**src/rtl/fir_par.sv**
```systemverilog
// fir_par: time-multiplexed FIR filter with one shared multiplier.
// A sample is accepted in IDLE and shifted into the delay line. MAC then
// spends TAPS cycles accumulating x[k]*h[k] at full precision. The final
// sum is rounded half up, shifted right by FRAC, saturated to DATA_W bits,
// and held in OUT until the consumer takes it.
//
// Ports:
//   clk                  rising-edge clock
//   rst                  synchronous active-low reset
//   in_valid/in_ready    input sample handshake (ready only in IDLE)
//   in_data              signed input sample, DATA_W bits
//   out_valid/out_ready  output handshake
//   out_data             signed filtered sample, DATA_W bits
//   coef_we              coefficient write strobe (honoured only in IDLE)
//   coef_addr            tap index
//   coef_data            signed coefficient, COEF_W bits with FRAC fraction bits
//   busy                 high while a sample is being processed or held
module fir_par #(
    parameter int DATA_W = 16,
    parameter int COEF_W = 16,
    parameter int TAPS   = 8,
    parameter int FRAC   = 15
) (
    input  logic                    clk,
    input  logic                    rst,
    input  logic                    in_valid,
    output logic                    in_ready,
    input  logic [DATA_W-1:0]       in_data,
    output logic                    out_valid,
    input  logic                    out_ready,
    output logic [DATA_W-1:0]       out_data,
    input  logic                    coef_we,
    input  logic [$clog2(TAPS)-1:0] coef_addr,
    input  logic [COEF_W-1:0]       coef_data,
    output logic                    busy
);

    localparam int AW    = $clog2(TAPS);
    localparam int PW    = DATA_W + COEF_W;
    localparam int ACC_W = PW + AW;
    localparam logic [ACC_W-1:0] RND = {{(ACC_W-1){1'b0}}, 1'b1} << (FRAC - 1);

    typedef enum logic [1:0] {IDLE, MAC, OUT} state_t;

    state_t                    state_q, state_d;
    logic [AW-1:0]             k_q, k_d;
    logic signed [ACC_W-1:0]   acc_q, acc_d;
    logic signed [DATA_W-1:0]  x_q [TAPS];
    logic signed [DATA_W-1:0]  x_d [TAPS];
    logic signed [COEF_W-1:0]  h_q [TAPS];
    logic signed [COEF_W-1:0]  h_d [TAPS];
    logic                      out_valid_q, out_valid_d;
    logic [DATA_W-1:0]         out_data_q, out_data_d;

    logic                      accept;
    logic signed [PW-1:0]      prod;
    logic signed [ACC_W-1:0]   prod_ext;
    logic signed [ACC_W-1:0]   sum;
    logic signed [ACC_W-1:0]   rounded;
    logic signed [ACC_W-1:0]   shifted;
    logic [ACC_W-DATA_W:0]     top_bits;
    logic [DATA_W-1:0]         sat;

    // Gated with rst so nothing is offered while reset is held.
    assign in_ready  = rst && (state_q == IDLE);
    assign busy      = rst && (state_q != IDLE);
    assign accept    = in_valid && in_ready;
    assign out_valid = out_valid_q;
    assign out_data  = out_data_q;

    // Shared multiplier and output datapath.
    always_comb begin
        prod     = x_q[k_q] * h_q[k_q];
        prod_ext = prod;
        sum      = acc_q + prod_ext;
        rounded  = sum + $signed(RND);
        shifted  = rounded >>> FRAC;
        // Value fits when every bit above the result sign matches it.
        top_bits = shifted[ACC_W-1:DATA_W-1];
        if (top_bits == '0 || top_bits == '1) begin
            sat = shifted[DATA_W-1:0];
        end else if (shifted[ACC_W-1]) begin
            sat = {1'b1, {(DATA_W-1){1'b0}}};
        end else begin
            sat = {1'b0, {(DATA_W-1){1'b1}}};
        end
    end

    always_comb begin
        state_d     = state_q;
        k_d         = k_q;
        acc_d       = acc_q;
        x_d         = x_q;
        h_d         = h_q;
        out_valid_d = out_valid_q;
        out_data_d  = out_data_q;
        case (state_q)
            IDLE: begin
                if (accept) begin
                    for (int unsigned i = TAPS - 1; i > 0; i--) begin
                        x_d[i] = x_q[i-1];
                    end
                    x_d[0]  = in_data;
                    acc_d   = '0;
                    k_d     = '0;
                    state_d = MAC;
                end else if (coef_we && (int'(coef_addr) < TAPS)) begin
                    h_d[coef_addr] = coef_data;
                end
            end
            MAC: begin
                acc_d = sum;
                if (k_q == AW'(TAPS - 1)) begin
                    out_data_d  = sat;
                    out_valid_d = 1'b1;
                    state_d     = OUT;
                end else begin
                    k_d = k_q + AW'(1);
                end
            end
            OUT: begin
                if (out_ready) begin
                    out_valid_d = 1'b0;
                    state_d     = IDLE;
                end
            end
            default: state_d = IDLE;
        endcase
    end

    always_ff @(posedge clk) begin
        if (!rst) begin
            state_q     <= IDLE;
            k_q         <= '0;
            acc_q       <= '0;
            out_valid_q <= 1'b0;
            out_data_q  <= '0;
            for (int unsigned i = 0; i < TAPS; i++) begin
                x_q[i] <= '0;
                h_q[i] <= '0;
            end
        end else begin
            state_q     <= state_d;
            k_q         <= k_d;
            acc_q       <= acc_d;
            out_valid_q <= out_valid_d;
            out_data_q  <= out_data_d;
            for (int unsigned i = 0; i < TAPS; i++) begin
                x_q[i] <= x_d[i];
                h_q[i] <= h_d[i];
            end
        end
    end

endmodule
```
**config.mk**
```make
export PLATFORM = sky130hd
export DESIGN_NAME = fir_par
export DESIGN_NICKNAME = d
export VERILOG_FILES = /design/src/rtl/fir_par.sv
export SDC_FILE = /design/constraint.sdc
export NUM_CORES = 2
export LEC_CHECK = 0
export ABC_AREA = 0
export CAP_MARGIN = 15
export CORE_MARGIN = 10
export CORE_UTILIZATION = 63
export DETAILED_ROUTE_END_ITERATION = 10
export GPL_TIMING_DRIVEN = 0
export PLACE_DENSITY = 0.78
export SLEW_MARGIN = 20
export SYNTH_ARGS = -nofsm -noshare
export SYNTH_HDL_FRONTEND = slang
export SYNTH_SLANG_ARGS = --single-unit
```
**constraint.sdc**
```tcl
create_clock -name clk -period 13 [get_ports clk]
set_clock_uncertainty 0.05 [all_clocks]
set_input_delay 2.6 -clock clk [delete_from_list [all_inputs] [get_ports clk]]
set_output_delay 2.6 -clock clk [all_outputs]
set_load 0.05 [all_outputs]
```
# After elaboration in Yosys (flattened, before gate mapping)

Index checks and enable logic that the tools add are counted.

Bits in registers: 313

Add/subtract/negate cells: 3
Multipliers: 1
$lt $le $gt $ge: 3
Equal/unequal tests: 8
Multiplexer cells: 23
Bitwise gates (word level): 3
Reductions and logical operators: 17

Operator list:

| operator                                                             | number |
|---|---|
| 128-bit bitwise mux                                                  | 1 |
| 16-bit 2-to-1 mux                                                    | 7 |
| 16-bit binary-select mux with 3-bit select                           | 2 |
| 35-bit case mux with 2 select lines                                  | 1 |
| 16-bit demux with 3-bit select                                       | 1 |
| 35-bit by 16-bit adder with 35-bit output, second input constant     | 1 |
| 35-bit by 32-bit adder with 35-bit output                            | 1 |
| 35-bit 2-to-1 mux                                                    | 1 |
| 16-bit by 16-bit multiplier with 32-bit output                       | 1 |
| 20-bit equality test, second input constant                          | 1 |
| 20-bit logical NOT                                                   | 1 |
| 3-bit AND reduction                                                  | 4 |
| 4-bit >= comparator, second input constant                           | 2 |
| 2-bit inequality test, second input constant                         | 4 |
| 3-bit inverter with 4-bit output                                     | 2 |
| 2-bit 2-to-1 mux                                                     | 3 |
| 3-bit 2-to-1 mux                                                     | 2 |
| 2-bit case mux with 3 select lines                                   | 1 |
| 3-bit case mux with 2 select lines                                   | 1 |
| 2-bit AND reduction                                                  | 3 |
| 2-bit nonzero test                                                   | 3 |
| 1-bit logical AND                                                    | 4 |
| 4-bit by 1-bit < comparator with 1-bit output, second input constant | 1 |
| 3-bit by 1-bit adder with 3-bit output, second input constant        | 1 |
| other kinds (8)                                                      | 9 |

# Logic depth before layout (Yosys ltp)

Word-level depth: 10
Depth in mapped cells: 33
Gate-level depth less buffers: 29

# Worst setup path before layout

Ideal clock, no wire load.

Path type: reg-to-reg
Start: reg k_q[0]
End: reg out_data_q[10] (netlist: out_data[10])
Setup time: 115 ps
Data arrival time: 9383 ps
Data required time: 12835 ps
Path slack: 3452 ps
Cell stages (with the launch flop): 31
Period minus slack after synthesis: 9548 ps
Cells stage by stage: dfxtp_1 > buf_2 > buf_1 > clkbuf_1 > mux4_2 > mux2_2 > nand2_1 > fa_1 > fa_1 > inv_1 > fa_1 > fa_1 > fa_1 > inv_1 > fa_1 > inv_1 > ha_1 > buf_2 > nand2_1 > o21ai_1 > or3_1 > o211ai_2 > a311oi_2 > or3b_4 > or4_4 > a2111o_1 > a21oi_2 > a211oi_4 > a21oi_4 > buf_6 > nor2_2

Word-level cells in the longest chain between the ends: 10
Elaborated cells between the ends (all ways): 17

RTL lines:

| element                                                    | RTL line | source |
|---|---|---|
| start, declared                                            | 46       | `logic [AW-1:0] k_q, k_d;` |
| start signal, assigned                                     | 144      | `k_q <= k_d;` |
| 3-bit inverter with 4-bit output (implied by the code)     | 73       | `prod = x_q[k_q] * h_q[k_q];` |
| 16-bit binary-select mux with 3-bit select                 | 73       |  |
| 16-bit 2-to-1 mux (implied by the code) (2 in series)      | 73       |  |
| 16-bit by 16-bit multiplier with 32-bit output             | 73       |  |
| 35-bit by 32-bit adder with 35-bit output                  | 75       | `sum = acc_q + prod_ext;` |
| 35-bit by 16-bit adder with 35-bit output                  | 76       | `rounded = sum + $signed(RND);` |
| 20-bit equality test or 20-bit logical NOT (tied branches) | 80       | `if (top_bits == '0 \|\| top_bits == '1) begin` |
| 1-bit logical OR                                           | 80       |  |
| 16-bit 2-to-1 mux                                          | 80       |  |
| end signal, assigned                                       | 147      | `out_data_q <= out_data_d;` |
| end, declared                                              | 53       | `logic [DATA_W-1:0] out_data_q, out_data_d;` |

Parallel ways exist; a longest one is shown, timed or not. The select of a mux whose other input is x is not followed.
A chain may end at the register's enable or synchronous reset.

# Final worst setup path

Start: reg k_q[1]
End: reg out_data_q[5] (netlist: out_data[5])

The elaborated chain is that of the path after synthesis.

==> reports/metrics.csv <==
stage;metric;value;unit
timing;hold_ws;0.408;ns
yosys;leading area contributor after synthesis;dfxtp_1;
setup_path;CP Launch Type;register;
yosys;count leader, synth;nand2_1;
cts;Sink Count;313;
floorplan;initial core utilization;0.635;
yosys;post-synth cell types;86;
setup_path;required time of the worst setup path;13.44;ns
yosys;number of synthesized flops with an enable pin;0;
setup_path;Crit Path Category;register to register;
timing;fin crit share;0.903;
finish;Nets;3447;
yosys;ys flop type;dfxtp_1;
floorplan;Rows;74;
status;status;complete, no violations;
cts;clk root buf;clkbuf_16;
timing;RSZ-0062 raised after global routing;false;
floorplan;chip height;222;um
yosys;Ys Warns;0;
yosys;Synth area leaders;dfxtp_1, fa_1, nand2_1, mux4_2, inv_1;
yosys;Synth Register Bits;313;
setup_path;CP peak stage delay;0.89;ns
grt;global-route wire length before repair;119000;um
grt;largest net degree at the start of global routing;17;
timing;fmax;85.2;MHz
timing;Final Hold Violating Endpoints;0;
setup_path;Slowest cell on crit path;mux2i_1;
cts;Hold-fix buffers, CTS;0;
power_and_ir_drop;Power per Cell Area;83.8;nW/um^2
grt;initial antenna violation count;0;
yosys;post-synthesis sequential area ratio;0.243;
detailed_routing;via count;21075;
detailed_routing;number of DRC markers in iteration 0;1729;
placed_design;gpl congestion;1.02;
detailed_routing;DRC violation count after routing;0;
power_and_ir_drop;VDD IR max;116;uV
cts;clock buffer depth;3;
placed_design;Place WS;1.53;ns
floorplan;Die ar.;49500;um^2
detailed_routing;Pre-antenna DRT Iters;8;
timing;Slew HR;0.166;
cts;CTS tree;yes;
setup_path;Crit Path Max Fanout;10;
timing;min Tclk post-route;11.74;ns
detailed_routing;Post-DRT Antenna Nets;0;
timing;setup ws final;1.26;ns
setup_path;critical path capture point type;register;
yosys;ys async rst share;0;
finish;post-route cell area;28200;um^2
timing;Final TNS setup;0;ns
setup_path;most frequent CP cell;fa_1;
cts;cts repair resizes;0;
yosys;Mapped Area;25800;um^2
placed_design;area post-placement;26900;um^2
power_and_ir_drop;static leakage power;11.8;nW
detailed_routing;drt via density;5.93;
cts;clock slew at the register clock pins of the worst setup and hold paths;0.06;ns
yosys;post-synthesis cell count;2910;
cts;Skew-Pair Late Insertion Delay;0.58;ns
job;# Max-Cap Violations;0;
finish;fillers;3186;
yosys;syn_area_per_cell;8.87;um^2
cts;H-tree Lvls;2;
yosys;top cell type's share of synthesized area;0.243;
cts;Setup Buffers After CTS;0;
finish;Area growth, synth to finish;9.38;%
floorplan;Core Region;40600;um^2
placed_design;Placed Instances;3484;
grt;total gr overflow;0;
worst_hold_path;worst min-delay path category;register to register;
floorplan;IO Count;59;
detailed_routing;WL/cell;21.2;um
placed_design;# port buffers;41;
yosys;Synthesized Nets;3367;
finish;Layout Cells excl Fill;3552;
cts;Num CTS Buffers;36;
grt;GRT Overall Usage;0.301;
setup_path;critical path arrival;12.17;ns
yosys;Commonest cells post-synth;nand2_1, inv_1, dfxtp_1;
timing;Pins Over Slew Limit;0;
placed_design;DP HPWL;59300;um
timing;final setup fails;0;
grt;number of global-route vias before repair;22070;
floorplan;Die W;222;um
detailed_routing;final wirelength;75400;um
timing;Tightest Pin Transition;1.22;ns
finish;share of post-route cells with drive strength above 1;0.0808;
[worst paths after layout]
| kind | startpoint | to | slack, ns | cells after the start |
|---|---|---|---|---|
| max reg2reg | k_q[1] | out_data[5] | 1.26 | 30 |
| max | k_q[1] | out_data[5] | 1.26 | 30 |
| min reg2reg | x_q[94] | x_q[78] | 0.41 | 2 |
| min | x_q[94] | x_q[78] | 0.41 | 2 |
[layer usage]
metal / up-vias / wire length (um) / track usage
met4: 0 / 3890 / 0.156
met3: 215 / 5550 / 0.0474
met2: 957 / 36800 / 0.516
met1: 10391 / 29200 / 0.361
met5: - / 0 / 0
li1: 9512 / - / -
[flip-flops by register name (all words and copies together), names as in the netlist]
| signal | cells |
|---|---|
| acc_q | 35 |
| h_q | 128 |
| k_q | 3 |
| out_data | 16 |
| out_valid | 1 |
| state_q | 2 |
| x_q | 128 |
[layout make-up]
type	instances	area, um^2	area share
timing repair buffer	42	422	0.0149
inverter	360	1350	0.0479
buffer	163	708	0.0251
sequential	313	6270	0.222
multi-input combinational	2074	17500	0.621
tap	532	666	0.0236
antenna	2	5.00	0.000177
clock inverter	13	201	0.00714
clock buffer	53	1080	0.0384
[layout by cell type (no fill, tap or decap), types with 7 or more instances in the layout]
master / instances
nor2b_1: 10
nor3b_1: 9
mux2_2: 24
or3_1: 12
o221ai_2: 10
clkbuf_8: 12
a211oi_1: 8
clkbuf_1: 135
nand4_1: 15
mux4_2: 64
o21a_1: 7
o21ai_0: 156
xor2_1: 13
nor3_1: 11
buf_4: 14
nor2_1: 167
inv_1: 360
nand3b_1: 7
buf_1: 9
clkdlybuf4s50_1: 41
and2_1: 19
nand3_1: 50
nor2_2: 11
mux2i_1: 21
a21boi_0: 159
clkbuf_16: 36
a21o_1: 7
and3_1: 7
nand2_1: 693
xnor2_1: 28
dfxtp_1: 313
nand2b_1: 9
ha_1: 107
a21oi_1: 36
fa_1: 310
o21ai_1: 10
[logic make-up (layout without fill, tap and decap cells)]
group                      Yosys count  in the layout  share of synthesized area
DFF                                313            313                      0.243
xor gates and xnor gates            45             45                     0.0159
buffers and inverters              523            631                     0.0798
adders and majority gates          417            417                      0.292
other                                0              2                          0
and+or+nand+nor                   1050           1050                      0.174
AOI/OAI and AO/OA                  447            447                      0.119
muxes                              115            115                     0.0768
[worst max-delay path, delay by kind of cell, from the launching register on]
| kind | cells | cell delay [ns] |
|---|---|---|
| xor gates and xnor gates | 1 | 0.80 |
| DFF | 1 | 0.42 |
| AOI/OAI and AO/OA | 7 | 2.55 |
| adders and majority gates | 7 | 3.50 |
| and+or+nand+nor | 4 | 0.53 |
| buffers and inverters | 8 | 2.31 |
| muxes | 3 | 1.48 |
[per-stage QoR]
step	power [mW]	util
6_report	2.36	0.694
5_1_grt	2.43	0.694
4_1_cts	2.36	0.694
3_5_place_dp	1.29	0.662
3_3_place_gp	1.28	0.661
2_1_floorplan	1.19	-
[where the power goes]
group / internal (mW) / switching, mW
Clock: 0.648 / 0.439
Combinational: 0.0930 / 0.198
Sequential: 0.974 / 0.0122
No activity file was read; power rests on OpenSTA's default activity.
==> RTL edit 1, RTL diff (config.mk and constraints unchanged) <==
The 3 states of `state_t` get a one-hot encoding in 3 bits.
--- a/src/rtl/fir_par.sv
+++ b/src/rtl/fir_par.sv
@@ -42,3 +42,3 @@
 
-    typedef enum logic [1:0] {IDLE, MAC, OUT} state_t;
+    typedef enum logic [2:0] {IDLE = 3'b001, MAC = 3'b010, OUT = 3'b100} state_t;
 
Behaviour: no difference found for any inputs over 4 cycles, from zero or initial values and one cycle with rst low; so few cycles prove little.
==> RTL edit 1 against the original RTL <==
Design area decreased by 1.7%. Count of clock-buffer cells in the layout is 6 lower. Highest routed layer is now met5. Sequential cell count is 1 higher. Worst setup slack lost 0.46 ns. Synthesized area decreased by 1.1%. Non-clock buffer count is 1 higher. Routed wire length down 6.0%. Power is 6.0% lower.
==> RTL edit 1: results (changes against the original RTL) <==
[worst_hold_path]
hold_path_end = x_q[3]  ; was x_q[78]

[synth]
seq_area_frac_synth = 0.2464  ; was 0.2428
post_synth_xor_area_fraction = 0.01781  ; was 0.01586
netlist_top_cells_count = nand2_1 (609), inv_1 (356), dfxtp_1 (314)  ; was nand2_1 (693), inv_1 (360), dfxtp_1 (313)
synth_cell_type_count = 75  ; was 86
synth_nets = 3287  ; was 3367
synthAdderAreaFrac = 0.2958  ; was 0.2924
synth_mux_area_frac = 0.09188  ; was 0.07681
syn_inst = 2830  ; was 2910
synthTopCellsByArea = dfxtp_1 (25%), fa_1 (24%), nand2_1 (9.0%), mux4_2 (5.7%), ha_1 (5.2%)  ; was dfxtp_1 (24%), fa_1 (24%), nand2_1 (10%), mux4_2 (5.6%), inv_1 (5.2%)
synth_compound_area_frac = 0.1079  ; was 0.1188

[drt]
via_per_inst = 5.873  ; was 5.933
first_iter_violations = 1672  ; was 1729

[setup_path]
slowest_stage = clkdlybuf4s15_1  ; was mux2i_1
r2r_end = out_data[4]  ; was out_data[5]
cp.arrival_ns = 12.55  ; was 12.17 ns

[global_routing]
grt_max_degree = 16  ; was 17
gr-usage-all-layers = 0.2878  ; was 0.3015
grt_pass1_wl_um = 114000  ; was 119300 um
antenna_found_initial = 1  ; was 0

[cts]
cts_made_buffers = 35  ; was 36

[final_layout]
antenna_cells = 0  ; was 2
nFillCells = 3068  ; was 3186
final_nets = 3366  ; was 3447
finalNonFillerCells = 3458  ; was 3552

[sta]
slew-limit-headroom = 0.2034  ; was 0.1658
hold_slack_ns = 0.4132  ; was 0.4077 ns

[status]
status = finished, final reports clean  ; unchanged

[power_and_ir_drop]
p_leak_nw = 11.56  ; was 11.80 nW
vdd_ir_drop_max_mv = 0.1231  ; was 0.1159 mV

[placement]
dp_hpwl_um = 55740  ; was 59340 um
placed_cell_area_mm2 = 0.02661  ; was 0.02691 mm2

## RTL edit 1: changes by cell type after synthesis, sizes merged, moves of 8 or more
cell    change
nand2      -88
a211oi     +10
buf         -8
nand3      -31
clkbuf      +9
a21o        +9
nand4       -9
o21ai      -11
nor2        -8
mux2i      +35
nor2b      +58
a22oi      +30
o221ai     -14
a21boi     -56
## RTL edit 1: worst reg2reg max path: cells and delay by family (launching register included)
kind            cells  cell delay, ns
flops               1            0.48
buf+inv             8            2.74
simple gates        4            1.25
xor+xnor            2            0.54
compound gates      7            2.02
mux                 2            1.54
fa+ha+maj           7            3.41
## RTL edit 1: layer usage
metal	vias up	GRT usage	wire length (um)
li1	9230	-	-
met1	9937	0.3733	28830
met2	953	0.4692	33250
met3	187	0.05102	5892
met4	2	0.1167	2934
met5	-	0	8
## RTL edit 1: power by group
| group | total (W) | switching [W] | internal (W) | leakage, nW |
|---|---|---|---|---|
| Sequential | 0.000989 | 0.0000117 | 0.000977 | 2.54 |
| Clock | 0.000990 | 0.000433 | 0.000558 | 0.556 |
| Combinational | 0.000244 | 0.000167 | 0.0000769 | 8.46 |
## RTL edit 1: area by class of cell
type / count / area (um2) / share of cell area
clock inverters: 14 / 148.9 / 0.005365
repair buffers: 42 / 425.4 / 0.01533
plain buffers: 164 / 656.9 / 0.02367
flip-flops and latches: 314 / 6286 / 0.2265
well taps: 525 / 656.9 / 0.02367
clock buffers: 47 / 980.9 / 0.03535
multi-input cells: 1996 / 17260 / 0.6220
inverters: 356 / 1336 / 0.04815
## RTL edit 1: timing repair
item	CTS	global route
setup endpoints to repair	0	4
endpoints found under the hold margin	0	0
gates resized for setup	0	2
==> RTL edit 2, RTL diff (same settings) <==
Without the edit above. `COEF_W`: 16 -> 24.
--- a/src/rtl/fir_par.sv
+++ b/src/rtl/fir_par.sv
@@ -19,3 +19,3 @@
     parameter int DATA_W = 16,
-    parameter int COEF_W = 16,
+    parameter int COEF_W = 24,
     parameter int TAPS   = 8,
Interface: changed (resized coef_data); port bits go from 59 to 67. The function was not compared with the original's and may differ.
==> RTL edit 2 against the original RTL <==
Sequential cell count rose by 72. Worst setup slack lost 0.45 ns. Routed wire length increased by 31%. Synthesized area is 29% higher. Sequential power is 24% higher. Combinational power is 95% higher. Power rose by 30%. Design area is 28% higher. Die area up 26%. Critical endpoint is now out_data[10]. Largest power group unchanged. Highest routed layer is now met5.
==> RTL edit 2: results (changes against the original RTL) <==
[setup_path]
r2r_cells = 32  ; was 30
critical_path.max_stage_delay_ns = 0.94  ; was 0.89 ns
cp.arrival_ns = 12.60  ; was 12.17 ns

[global_routing]
grt_pass1_wl_um = 157500  ; was 119300 um
gr-usage-all-layers = 0.3190  ; was 0.3015
antenna_found_initial = 4  ; was 0
grt_max_degree = 21  ; was 17
grt_pass1_vias = 28670  ; was 22070

[cts]
cts_made_buffers = 43  ; was 36
cts_setup_buffers = 0  ; unchanged

[final_layout]
top_regs = h_q (192), x_q (128), acc_q (43)  ; was h_q (128), x_q (128), acc_q (35)
final_nets = 4485  ; was 3447
drive_gt1_frac = 0.07278  ; was 0.08085
finalNonFillerCells = 4607  ; was 3552
nFillCells = 4232  ; was 3186

[sta]
finalHoldViolCount = 0  ; unchanged
tightest_slew_ns = 1.299  ; was 1.217 ns

[drt]
vias = 27790  ; was 21080
dr.pass1.iters = 9  ; was 8
first_iter_violations = 2898  ; was 1729
wl_per_cell_um = 21.39  ; was 21.24 um

[synth]
synth_nets = 4399  ; was 3367
synth_cell_type_count = 89  ; was 86
syn_inst = 3798  ; was 2910
netlist_top_cells_count = nand2_1 (946), inv_1 (482), fa_1 (430)  ; was nand2_1 (693), inv_1 (360), dfxtp_1 (313)
synth-main-ff-cell = dfxtp_1  ; unchanged
seq_area_frac_synth = 0.2320  ; was 0.2428

[status]
status = finished, final reports clean  ; unchanged

[placement]
dp_hpwl_um = 76820  ; was 59340 um
gp_congestion = 0.9992  ; was 1.020

[power_and_ir_drop]
vdd_ir_drop_max_mv = 0.1248  ; was 0.1159 mV
p_leak_nw = 15.03  ; was 11.80 nW

[RTL edit 2: cell count changes in the layout (fill, tap and decap cells not counted), sizes merged, moves of 18 or more]
cell    change
a21boi     +73
dfxtp      +72
a21oi      +27
nand3      +20
o21ai      +18
inv       +121
clkbuf     +89
fa        +120
nand2     +250
[RTL edit 2: layout make-up]
| type | instances | area (um2) | area share |
|---|---|---|---|
| Sequential cell | 385 | 7707 | 0.2139 |
| Tap cell | 688 | 860.8 | 0.02390 |
| Timing Repair Buffer | 41 | 410.4 | 0.01139 |
| Buffer | 233 | 938.4 | 0.02605 |
| Antenna cell | 3 | 7.507 | 0.0002084 |
| Clock inverter | 17 | 240.2 | 0.006668 |
| Inverter | 482 | 1809 | 0.05022 |
| Clock buffer | 60 | 1250 | 0.03470 |
| Multi-Input combinational cell | 2698 | 22800 | 0.6329 |
[RTL edit 2: kinds of logic after synthesis]
family / count (synthesis) / synth area share
AND/OR/NAND/NOR: 1369 / 0.1736
buffers and inverters: 715 / 0.08253
AO/OA/AOI/OAI: 568 / 0.1141
adder cells (fa/ha/maj): 553 / 0.3055
flip-flops: 385 / 0.2320
multiplexers: 146 / 0.07541
XOR/XNOR: 62 / 0.01680
[RTL edit 2: worst paths after layout]
kind                            slack (ns)     start            to
worst max-delay path                  0.82    k_q[0]  out_data[10]
worst min-delay path                  0.41  h_q[101]      h_q[101]
worst max register to register        0.82    k_q[0]  out_data[10]
worst min register to register        0.41  h_q[101]      h_q[101]
[RTL edit 2: report_power, final]
group / internal [W] / switching, W
clock network: 0.000756 / 0.000541
registers: 0.00120 / 0.0000157
logic: 0.000188 / 0.000380
total: 0.00215 / 0.000937
[RTL edit 2: worst max-delay path: cells and delay by family, from the launching register on]
family	cells	cell delay [ns]
fa+ha+maj	7	3.27
mux	2	1.66
compound gates	3	0.83
simple gates	9	2.41
buf+inv	9	2.77
xor+xnor	2	0.72
flops	1	0.33
[RTL edit 2: through the flow]
| step | total power [W] | setup WS (ns) | util | cell area, um2 |
|---|---|---|---|---|
| after floorplan | 0.001620 | 3.530 | - | 33220 |
| after global placement | 0.001784 | 1.086 | 0.6589 | 34490 |
| after detailed placement | 0.001796 | 0.9880 | 0.6593 | 34510 |
| after CTS | 0.003066 | 0.9525 | 0.6878 | 36000 |
| after global routing | 0.003179 | 0.2495 | 0.6882 | 36020 |
| final | 0.003084 | 0.8176 | 0.6883 | 36020 |
[RTL edit 2: per-layer routing]
metal / global-route usage / share of wire / wire, um
met1: 0.4127 / 0.38 / 37730
met2: 0.4913 / 0.45 / 44010
met3: 0.07854 / 0.12 / 11390
met4: 0.1626 / 0.055 / 5399
met5: 0 / 0.00010 / 10
